--- src/rtl/frame_cfg_pkg.sv ---
// Shared constants, state encoding and helpers for the frame configuration writer.
package frame_cfg_pkg;

  localparam int unsigned WORD_W = 32;
  localparam int unsigned CNT_W  = 16;

  localparam logic [WORD_W-1:0] SYNC_WORD   = 32'hFAB0_FAB1;
  localparam logic [WORD_W-1:0] DESYNC_WORD = 32'hFAB0_FAB0;

  typedef enum logic [2:0] {
    ST_IDLE   = 3'd0,
    ST_ADDR   = 3'd1,
    ST_DATA   = 3'd2,
    ST_SETUP  = 3'd3,
    ST_STROBE = 3'd4,
    ST_HOLD   = 3'd5
  } state_t;

  // Frame counter sticks at all-ones instead of wrapping.
  function automatic logic [CNT_W-1:0] sat_inc(input logic [CNT_W-1:0] v);
    return (v == '1) ? v : v + CNT_W'(1);
  endfunction

  // Only the word-consuming states present in_ready.
  function automatic logic accepts_word(input state_t s);
    return (s == ST_IDLE) || (s == ST_ADDR) || (s == ST_DATA);
  endfunction

endpackage

--- src/rtl/frame_strobe_decoder.sv ---
// Binary frame index plus enable to one-hot latch enable vector (combinational).
module frame_strobe_decoder #(
  parameter int unsigned STROBE_WIDTH = 20,
  parameter int unsigned IDX_W        = 5
) (
  input  logic [IDX_W-1:0]        index,
  input  logic                    en,
  output logic [STROBE_WIDTH-1:0] strobe
);

  always_comb begin
    strobe = '0;
    for (int i = 0; i < int'(STROBE_WIDTH); i++) begin
      strobe[i] = en && (index == IDX_W'(i));
    end
  end

endmodule

--- src/rtl/frame_config_writer.sv ---
// Bitstream word parser driving frame data and one-hot latch strobes with
// one cycle of setup before and one cycle of hold after each strobe pulse.
module frame_config_writer
  import frame_cfg_pkg::*;
#(
  parameter int unsigned FRAME_BITS    = 32,
  parameter int unsigned STROBE_WIDTH  = 20,
  parameter int unsigned STROBE_CYCLES = 2
) (
  input  logic                    CLK,
  input  logic                    RST,
  input  logic [31:0]             in_data,
  input  logic                    in_valid,
  output logic                    in_ready,
  output logic [FRAME_BITS-1:0]   frame_data,
  output logic [STROBE_WIDTH-1:0] frame_strobe,
  output logic                    active,
  output logic                    err,
  output logic [15:0]             frames_written
);

  localparam int unsigned IDX_W  = (STROBE_WIDTH > 1) ? $clog2(STROBE_WIDTH) : 1;
  localparam int unsigned SCNT_W = (STROBE_CYCLES > 1) ? $clog2(STROBE_CYCLES) : 1;

  state_t                  state, state_nxt;
  logic [IDX_W-1:0]        index, index_nxt;
  logic [SCNT_W-1:0]       scnt, scnt_nxt;
  logic [FRAME_BITS-1:0]   frame_data_nxt;
  logic                    active_nxt, err_nxt;
  logic [CNT_W-1:0]        frames_nxt;
  logic [STROBE_WIDTH-1:0] strobe_dec;
  logic                    xfer, addr_bad, is_desync;

  assign xfer      = in_valid && in_ready;
  assign is_desync = (in_data == DESYNC_WORD);
  assign addr_bad  = (in_data[31:16] != 16'd0) || (32'(in_data[15:0]) >= STROBE_WIDTH);

  // State register
  always_ff @(posedge CLK) begin
    if (RST) state <= ST_IDLE;
    else     state <= state_nxt;
  end

  // Next-state logic
  always_comb begin
    state_nxt = state;
    unique case (state)
      ST_IDLE:   if (xfer && (in_data == SYNC_WORD)) state_nxt = ST_ADDR;
      ST_ADDR:   if (xfer) state_nxt = (is_desync || addr_bad) ? ST_IDLE : ST_DATA;
      ST_DATA:   if (xfer) state_nxt = ST_SETUP;
      ST_SETUP:  state_nxt = ST_STROBE;
      ST_STROBE: if (scnt == '0) state_nxt = ST_HOLD;
      ST_HOLD:   state_nxt = ST_ADDR;
      default:   state_nxt = ST_IDLE;
    endcase
  end

  // Datapath and flag next values
  always_comb begin
    index_nxt      = index;
    scnt_nxt       = scnt;
    frame_data_nxt = frame_data;
    active_nxt     = active;
    err_nxt        = err;
    frames_nxt     = frames_written;
    unique case (state)
      ST_IDLE: begin
        if (xfer && (in_data == SYNC_WORD)) begin
          active_nxt = 1'b1;
          err_nxt    = 1'b0;
          frames_nxt = '0;
        end
      end
      ST_ADDR: begin
        if (xfer) begin
          if (is_desync) begin
            active_nxt = 1'b0;
          end else if (addr_bad) begin
            active_nxt = 1'b0;
            err_nxt    = 1'b1;
          end else begin
            index_nxt = IDX_W'(in_data[15:0]);
          end
        end
      end
      ST_DATA:   if (xfer) frame_data_nxt = FRAME_BITS'(in_data);
      ST_SETUP:  scnt_nxt = SCNT_W'(STROBE_CYCLES - 1);
      ST_STROBE: if (scnt != '0) scnt_nxt = scnt - SCNT_W'(1);
      ST_HOLD:   frames_nxt = sat_inc(frames_written);
      default: ;
    endcase
  end

  // Strobe is registered from the decoded next state so it is high exactly in STROBE.
  frame_strobe_decoder #(
    .STROBE_WIDTH(STROBE_WIDTH),
    .IDX_W       (IDX_W)
  ) u_dec (
    .index (index),
    .en    (state_nxt == ST_STROBE),
    .strobe(strobe_dec)
  );

  always_ff @(posedge CLK) begin
    if (RST) begin
      in_ready       <= 1'b1;
      frame_data     <= '0;
      frame_strobe   <= '0;
      active         <= 1'b0;
      err            <= 1'b0;
      frames_written <= '0;
      index          <= '0;
      scnt           <= '0;
    end else begin
      in_ready       <= accepts_word(state_nxt);
      frame_data     <= frame_data_nxt;
      frame_strobe   <= strobe_dec;
      active         <= active_nxt;
      err            <= err_nxt;
      frames_written <= frames_nxt;
      index          <= index_nxt;
      scnt           <= scnt_nxt;
    end
  end

endmodule

--- config.mk ---
export PLATFORM = sky130hd
export DESIGN_NAME = frame_config_writer
export DESIGN_NICKNAME = d
export VERILOG_FILES = /design/src/rtl/frame_cfg_pkg.sv /design/src/rtl/frame_strobe_decoder.sv /design/src/rtl/frame_config_writer.sv
export SDC_FILE = /design/constraint.sdc
export NUM_CORES = 1
export LEC_CHECK = 0
export CORE_MARGIN = 2
export CORE_UTILIZATION = 56
export CTS_BUF_LIST = sky130_fd_sc_hd__clkbuf_16
export CTS_CLUSTER_DIAMETER = 40
export DETAILED_ROUTE_END_ITERATION = 7
export DONT_BUFFER_PORTS = 1
export MAX_ROUTING_LAYER = met4
export PLACE_DENSITY = 0.74
export SLEW_MARGIN = 20
export SYNTH_ARGS = -nofsm -noshare
export SYNTH_HDL_FRONTEND = slang
export SYNTH_SLANG_ARGS = --single-unit
export TNS_END_PERCENT = 10
--- constraint.sdc ---
create_clock -name CLK -period 2.35 [get_ports CLK]
set_input_delay 0.5875 -clock CLK [delete_from_list [all_inputs] [get_ports CLK]]
set_output_delay 0.5875 -clock CLK [all_outputs]
set_load 0.02 [all_outputs]
==> flow_summary.ini <==
[yosys]
syn_inst = 377
synth_edf_count = 0
syn-cell-area_mm2 = 0.003209
synth-async-reset-ratio = 0
ys_ff_latch = 80
syn-num-nets = 413
synthDistinctLibCells = 42
synth.avg_cell_area_um2 = 8.513
ys_seq_area_frac = 0.4990
synthFlopType = dfxtp_1
ys_warn_count = 0

[cts]
clock_latency_ps = 330
cts_tree = done
post-cts-setup-buffer-count = 0
cts_buffers = 9
post_cts_resized = 0
cts_num_sinks = 80
root_buffer = clkbuf_16
cts_max_path_buffers = 2
cts-htree-levels = 3
cts_hold_buf = 0
clkSlewWorstSetupHoldPaths_ps = 60

[place]
place.gp.congestion = 0.7872
placed_area_mm2 = 0.003303
dp.cells = 438
post-dp-hpwl_um = 4815
portBuffers = 0

[critical_path]
ff2ff_path_depth = 5
required_ps = 2580
crit_fanout = 3
worstPathArrival_ps = 2270
critPathLaunchType = input pin
critPathCaptureType = flip-flop
worstSetupPathType = in -> reg

[job]
drv_cap = 0

[floorplan]
coreArea_mm2 = 0.005507
start_util = 0.5828
die_y_um = 79.70
die_x_um = 79.70
rows = 27
die_area_mm2 = 0.006352
io_pins = 106

[layout]
fillers = 445
mostFrequentLayoutCell = nand2_1
antenna-diode-count = 0
area_growth_pct = 13.88
final_area_mm2 = 0.003655
layout_common_cells = nand2_1, dfxtp_1, a21oi_1, nor2_1, nor3_1
final_nets = 413
drive_gt1_frac = 0.1178
stdcell_count = 454

[route]
via_count = 2663
routed_wl_um = 7180
drc = 0
viasPerCell = 5.866
final_antenna_net_count = 0
dr.pass1.iters = 4
drt_iter0_drc = 147
avgRoutedWirePerCell_um = 15.81

[worst_hold_path]
hold_class = in -> reg
whs_path_depth = 1

[pwr]
finalPower_mw = 3.008
peakVddDrop_uv = 532.2
p_per_area_mw_per_mm2 = 823.1
cellLeakagePower_nw = 1.180

[run_status]
status = finished, final reports clean

[sta]
relSlewSlack = 0.7206
whs_ps = 316.7
slew_violations = 0
period_share = 0.8693
rsz0062_at_grt = false
finalSetupTns_ps = 0
fmax_ghz = 0.4895
min_period_ps = 2043
tightestPinTransition_ps = 415.2
finalSetupViolations = 0
hold_viol_final = 0
skew_ps = 4.193

[global_route]
first_global_vias = 2442
grt_pass1_wl_um = 11410
gr-total-overflow = 0
grtUsageTotal = 0.2370
antenna_found_initial = 0
grt_max_degree = 46
-- flip-flops by register name, summed over array words and instances, names as in the netlist --
register and count:
frame_data 32, frame_strobe 20, state 3, scnt 1
active 1, in_ready 1, frames_written 16, err 1
index 5
-- final cells by class --
class	instances	area, µm²	area share
multi-input cells	270	1486	0.4067
clock inverters	7	126.4	0.03458
inverters	2	7.507	0.002054
flip-flops and latches	80	1602	0.4382
well taps	72	90.09	0.02465
repair buffers	14	117.6	0.03218
clock buffers	9	225.2	0.06162
-- cells in the mapped netlist (6+ instances only) --
library cell	number	area, µm²
nor2_1	21	78.83
clkbuf_1	19	71.32
nand2_1	83	311.6
nor3_1	20	100.1
nor2_2	10	62.56
a21oi_1	35	175.2
nand4_1	9	56.30
nand3_1	8	40.04
xnor2_1	14	122.6
nor4_1	15	93.84
nand2b_1	6	37.54
dfxtp_1	80	1602
-- metal layers --
metal / part of all wire / vias up / wire (µm) / GRT usage
li1: - / 1297 / - / -
met3: 0.098 / 18 / 707 / 0.08937
met2: 0.46 / 118 / 3327 / 0.3454
met5: 0 / - / 0 / -
met4: 0.023 / 0 / 163 / 0.09655
met1: 0.42 / 1230 / 2981 / 0.2967
-- cell families (layout without fill, tap and decap cells) --
group / count (synthesis) / after routing / synth area share
DFF: 80 / 80 / 0.4990
muxes: 5 / 5 / 0.01560
and+or+nand+nor: 205 / 205 / 0.3283
AOI/OAI and AO/OA: 45 / 45 / 0.07564
xor gates and xnor gates: 14 / 14 / 0.03821
buffers and inverters: 27 / 32 / 0.03938
adders and majority gates: 1 / 1 / 0.003898
-- path summary, 6_finish.rpt --
check,from,endpoint,slack (ps)
max,in_data[1],err$_SDFFE_PP0P_,310
min,RST,frame_data[29]$_SDFFE_PP0P_,320
max reg2reg,state[0]$_SDFF_PP0_,frame_strobe[13]$_SDFF_PP0_,350
min reg2reg,in_ready$_SDFF_PP1_,state[1]$_SDFF_PP0_,520
-- per-stage QoR --
stage                 util  worst slack (ps)
floorplan                -             10.10
global placement    0.5999            -29.30
detailed placement  0.5999            -40.81
CTS                 0.6637             310.9
global route        0.6637             205.8
finish              0.6637             307.2
-- where the power goes --
group          internal (mW)  leakage, nW   switching [mW]
registers               1.36        0.644  0.0000000000272
clock network           1.05        0.168            0.578
logic                 0.0115        0.368           0.0127
-- worst max-delay path, stage by stage --
cell and delay, ps:
or4b_1 510, or3_4 410, or4_1 510, a32o_1 260
No activity file was read; power rests on OpenSTA's default activity.
==> variant 1 (same settings) <==
Register the output `err` once more; this adds one clock of latency there. The other outputs are not delayed to match.
--- a/src/rtl/frame_config_writer.sv
+++ b/src/rtl/frame_config_writer.sv
@@ -23,2 +23,4 @@
   localparam int unsigned SCNT_W = (STROBE_CYCLES > 1) ? $clog2(STROBE_CYCLES) : 1;
+
+  logic err_s0;
 
@@ -63,3 +65,3 @@
     active_nxt     = active;
-    err_nxt        = err;
+    err_nxt        = err_s0;
     frames_nxt     = frames_written;
@@ -109,3 +111,3 @@
       active         <= 1'b0;
-      err            <= 1'b0;
+      err_s0         <= 1'b0;
       frames_written <= '0;
@@ -118,3 +120,3 @@
       active         <= active_nxt;
-      err            <= err_nxt;
+      err_s0         <= err_nxt;
       frames_written <= frames_nxt;
@@ -125,2 +127,6 @@
 
+  always_ff @(posedge CLK) begin
+    err <= err_s0;
+  end
+
 endmodule
Formal check against the unedited RTL: not equivalent (Yosys sat finds a counterexample within 4 cycles, from zero or initial values and one cycle with RST high).
==> variant 1 against the unedited design <==
- die area grew 2.3%
- non-clock buffer count decreased by 4
- sequential cell count grew 1
- area after synthesis rose by 2.4%
- core utilization fell by 1.0 points
- worst hold slack better by 0.011 ns
- power fell by 8.9%
- critical path depth grew 2
- sequential share of layout area rose by 0.70 points
- maximum frequency is 0.77% lower
- routed wire length up 6.0%
- design area shrank 0.34%
- setup slack worse by 0.016 ns
- count of clock-buffer cells in the layout unchanged
- largest power group is now sequential cells
==> variant 1: results (changes against the unedited design) <==
* Sequential element share of the synthesized area at 49.4% (was 49.9%)
* Worst VDD drop at 474 uV (was 532 uV)
* R2R Setup Slk at 0.29 ns (was 0.35 ns)
* Synth cell count leaders: 81 x dfxtp_1, 76 x nand2_1, 37 x nor2_1 (was 83 x nand2_1, 80 x dfxtp_1, 35 x a21oi_1)
* Status: finished, final reports clean (unchanged)
* Vias/cell at 5.99 (was 5.87)
* First-pass GRT wire length at 12.6 mm (was 11.4 mm)
* Pin count of the biggest net entering global routing at 47 (was 46)
* Wire length per cell at 16.6 um (was 15.8 um)
* R2R depth at 6 (was 5)
* Vias in the first global route at 2717 (was 2442)
* Pre-antenna DRT Iters at 5 (was 4)
* Drt initial violations at 180 (was 147)
* Synth Instances at 384 (was 377)
* Unique masters post-synth at 40 (was 42)
* Gr usage total at 25.6% (was 23.7%)
* Vias at 2751 (was 2663)
* Leak at 1.23 nW (was 1.18 nW)
* Dpl cells at 443 (was 438)
* Share of cells above drive strength 1 at 9.04% (was 11.8%)
* Syn Nets at 420 (was 413)
* CP max FO at 11 (was 3)
* Routability Congestion at 0.783 (was 0.787)
* Synth top area cells: dfxtp_1 49%, nand2_1 8.7%, a21oi_1 5.5%, nor2_1 4.2%, xor2_1 3.5% (was dfxtp_1 50%, nand2_1 9.7%, a21oi_1 5.5%, xnor2_1 3.8%, nor3_1 3.1%)
* Final setup skew at 0.00556 ns (was 0.00419 ns)
* Fillers at 465 (was 445)
## variant 1: through the flow
| stage | worst slack (ns) | total power [mW] | utilization [%] | area (sq um) | hold WS [ns] |
|---|---|---|---|---|---|
| after floorplan | 0.399 | 1.43 | - | 3290 | 0.331 |
| after global placement | 0.173 | 1.42 | 60.2 | 3350 | 0.355 |
| after detailed placement | 0.0988 | 1.42 | 60.2 | 3350 | 0.347 |
| after CTS | 0.283 | 2.75 | 65.3 | 3640 | 0.322 |
| after global routing | 0.0957 | 2.82 | 65.3 | 3640 | 0.320 |
| final | 0.291 | 2.74 | 65.3 | 3640 | 0.327 |
## variant 1: final cells by class
cell class | instances | area, sq um | area share [%]
Sequential cell | 81 | 1620 | 44.5
Inverter | 5 | 18.8 | 0.515
Multi-Input combinational cell | 275 | 1550 | 42.5
Clock inverter | 7 | 62.6 | 1.72
Timing Repair Buffer | 10 | 75.1 | 2.06
Clock buffer | 9 | 225 | 6.18
Tap cell | 72 | 90.1 | 2.47
## variant 1: critical path, delay by kind of cell (launching register included)
family | cells | cell delay (ns)
AO/OA/AOI/OAI | 2 | 0.53
adder cells (fa/ha/maj) | 1 | 0.28
flip-flops | 1 | 0.50
AND/OR/NAND/NOR | 3 | 0.62
## variant 1: path summary, 6_finish.rpt
kind / endpoint / start
setup / recovery: frames_written[0] / frames_written[0]
hold / removal: frame_data[14] / RST
setup reg to reg: frames_written[0] / frames_written[0]
hold reg to reg: err / err_s0
## variant 1: cells by family (layout without fill, tap and decap cells)
kind of cell	after synthesis	after routing	share of synthesized area (%)
AOI/OAI and AO/OA	57	57	9.75
xor gates and xnor gates	13	13	3.47
and+or+nand+nor	198	198	31.6
adders and majority gates	1	1	0.381
buffers and inverters	28	31	3.66
muxes	6	6	1.83
DFF	81	81	49.4
## variant 1: metal layers
layer,vias up,part of all wire [%],routed length (um),global-route usage [%]
li1,1331,-,-,-
met1,1298,42,3180,29.8
met2,103,48,3620,40.6
met3,19,8.7,664,8.65
met4,0,1.9,142,10.7
met5,-,0,0,-
## variant 1: power by group
part / internal [mW] / switching (mW) / total [mW]
clock: 0.811 / 0.536 / 1.35
sequential: 1.37 / 0.0000000000233 / 1.37
combinational: 0.00789 / 0.0114 / 0.0193
total: 2.19 / 0.548 / 2.74
==> variant 2 (same settings) <==
Made on the original files. Change the parameter `FRAME_BITS` from 32 to 48.
--- a/src/rtl/frame_config_writer.sv
+++ b/src/rtl/frame_config_writer.sv
@@ -5,3 +5,3 @@
 #(
-  parameter int unsigned FRAME_BITS    = 32,
+  parameter int unsigned FRAME_BITS    = 48,
   parameter int unsigned STROBE_WIDTH  = 20,
Interface: changed (resized frame_data); port bits go from 106 to 122. No check against the original RTL was run, so the function may have changed too.
==> variant 2 against the unedited design <==
- clock skew is 0.0013 ns higher
- setup slack better by 0.060 ns
- area after synthesis is 8.2% higher
- critical path type unchanged
- sequential cell count stayed put
- routed wire length is 9.1% higher
- power is 12% lower
- first-iteration DRC count is 18% higher
- highest routed layer unchanged
- sequential power hardly changed
- design area is 5.1% higher
==> variant 2: results (changes against the unedited design) <==
* Status: finished, final reports clean (unchanged)
* # resized after CTS at 0 (unchanged)
* R2R depth at 5 (unchanged)
* Final setup skew at 0.00546 ns (was 0.00419 ns)
* Crit Reg-Reg Startpoint: frames_written[13] (was state[0])
* Detail Placement HPWL at 5.61 mm (was 4.82 mm)
* Total CTS buffers at 9 (unchanged)
* Reg2reg end: frames_written[15] (was frame_strobe[13])
* Synth cell count leaders: 80 x dfxtp_1, 79 x nand2_1, 39 x a21oi_1 (was 83 x nand2_1, 80 x dfxtp_1, 35 x a21oi_1)
* R2R Setup Slk at 0.38 ns (was 0.35 ns)
* Fillers at 521 (was 445)
* Sequential element share of the synthesized area at 46.1% (was 49.9%)
* CP max stage delay at 0.46 ns (was 0.51 ns)
* Gr usage total at 25.3% (was 23.7%)
* Drt initial violations at 174 (was 147)
* Diode count at 0 (unchanged)
* Placement-stage cell area at 3570 sq um (was 3300 sq um)
* I/O Buffers at 0 (unchanged)
* Initial antenna violation count at 0 (unchanged)
* Pin count of the biggest net entering global routing at 57 (was 46)
* Top Registers: frame_data (32), frame_strobe (20), frames_written (16) (unchanged)
* Final #Nets at 458 (was 413)
* Synth warn at 0 (unchanged)
* Htree depth at 3 (unchanged)
* Root Buffer Master: clkbuf_16 (unchanged)
* Hold Path Class: in2reg (unchanged)
* Ys async rst share at 0% (unchanged)
* Post-CTS setup buffer count at 0 (unchanged)
* Routed WL at 7.84 mm (was 7.18 mm)
* Layout area overhead at 10.6% (was 13.9%)
* Synth top area cells: dfxtp_1 46%, nand2_1 8.5%, a21oi_1 5.6%, buf_4 3.7%, nor2_1 2.8% (was dfxtp_1 50%, nand2_1 9.7%, a21oi_1 5.5%, xnor2_1 3.8%, nor3_1 3.1%)
* Leak at 1.34 nW (was 1.18 nW)
* Slew of the pin with the lowest slew margin at 0.488 ns (was 0.415 ns)
* Clk_lat worst skew at 0.33 ns (about the same)
* Delay-heaviest family, CP: simple AND/OR/NAND/NOR gates (unchanged)
* Unique masters post-synth at 46 (was 42)
* Worst VDD drop at 476 uV (was 532 uV)
* Clk slew on worst S/H paths at 0.06 ns (about the same)
* Pre-antenna DRT Iters at 4 (unchanged)
* Hold EP: frames_written[1] (was frame_data[29])
* First-pass GRT wire length at 12.7 mm (was 11.4 mm)
* Most used DFF post-synth: dfxtp_1 (unchanged)
* Share of cells above drive strength 1 at 10.3% (was 11.8%)
* Hold depth at 1 (unchanged)
* CP max FO at 3 (unchanged)
* Routability Congestion at 0.807 (was 0.787)
* Hold Startpoint: RST (unchanged)
* Vias/cell at 5.81 (was 5.87)
* Bufs on Longest Clock Path at 2 (unchanged)
* Vias in the first global route at 2638 (was 2442)
* Slowest-stage cell, CP: nor4_1 (was or4b_1)
==> variant 2: changes by cell type after synthesis, moves of 5 or more <==
cell / before / now
xnor2_1: 14 / 0
or3_1: 2 / 15
xor2_1: 0 / 6
o211ai_1: 0 / 6
nor2_1: 21 / 26
buf_4: 1 / 17
nor2_2: 10 / 0
==> variant 2: per-stage QoR <==
step	setup TNS (ns)	instances	setup WS (ns)	hold slack [ns]	power, mW
CTS	0	502	0.325	0.321	2.68
detailed placement	-0.0311	486	-0.0311	0.513	1.43
finish	0	502	0.367	0.338	2.66
floorplan	0	429	0.194	0.469	1.46
global placement	0	486	0.0534	0.513	1.43
global route	0	502	0.224	0.321	2.75
==> variant 2: layer usage <==
layer / global-route usage [%] / routed length, um / up-vias
li1: - / - / 1441
met1: 32.4 / 3430 / 1337
met2: 36.3 / 3470 / 129
met3: 9.35 / 830 / 11
met4: 9.51 / 112 / 0
met5: - / 0 / -
==> variant 2: kinds of logic after synthesis <==
group / Yosys count / synth area share [%]
simple gates: 209 / 31.1
flops: 80 / 46.1
compound gates: 69 / 12.0
buf+inv: 40 / 6.34
mux: 8 / 2.49
xor+xnor: 6 / 1.51
fa+ha+maj: 1 / 0.360
other cells: 1 / 0.108
==> variant 2: worst max-delay path by stage <==
stage	cells after the start	startpoint	end	slack [ns]
floorplan	5	in_data[1]	frames_written[15]	0.19
global placement	5	in_data[10]	frames_written[15]	0.05
detailed placement	5	in_data[10]	frames_written[15]	-0.03
CTS	5	in_data[10]	frames_written[15]	0.32
global route	6	state[0]	frame_strobe[18]	0.22
finish	5	in_data[10]	frames_written[15]	0.37
==> variant 2: where the power goes <==
part           total (mW)  leakage [nW]  internal (mW)   switching [mW]
clock                1.26         0.139          0.714            0.544
sequential           1.36         0.644           1.36  0.0000000000303
combinational      0.0454         0.553        0.00932           0.0361
total                2.66          1.34           2.08            0.580
==> variant 2: cell type report <==
cell class	count	share of cell area, %
well taps	75	2.44
inverters	1	0.0977
clock buffers	9	5.86
multi-input cells	309	44.6
flip-flops and latches	80	41.7
repair buffers	21	4.10
clock inverters	7	1.24
==> variant 2: worst register-to-register path, stage by stage (launching register included) <==
cell	delay, ns
dfxtp_1	0.49
nand4_1	0.16
or2_1	0.35
o21a_1	0.30
o2111ai_1	0.25
mux2_4	0.32
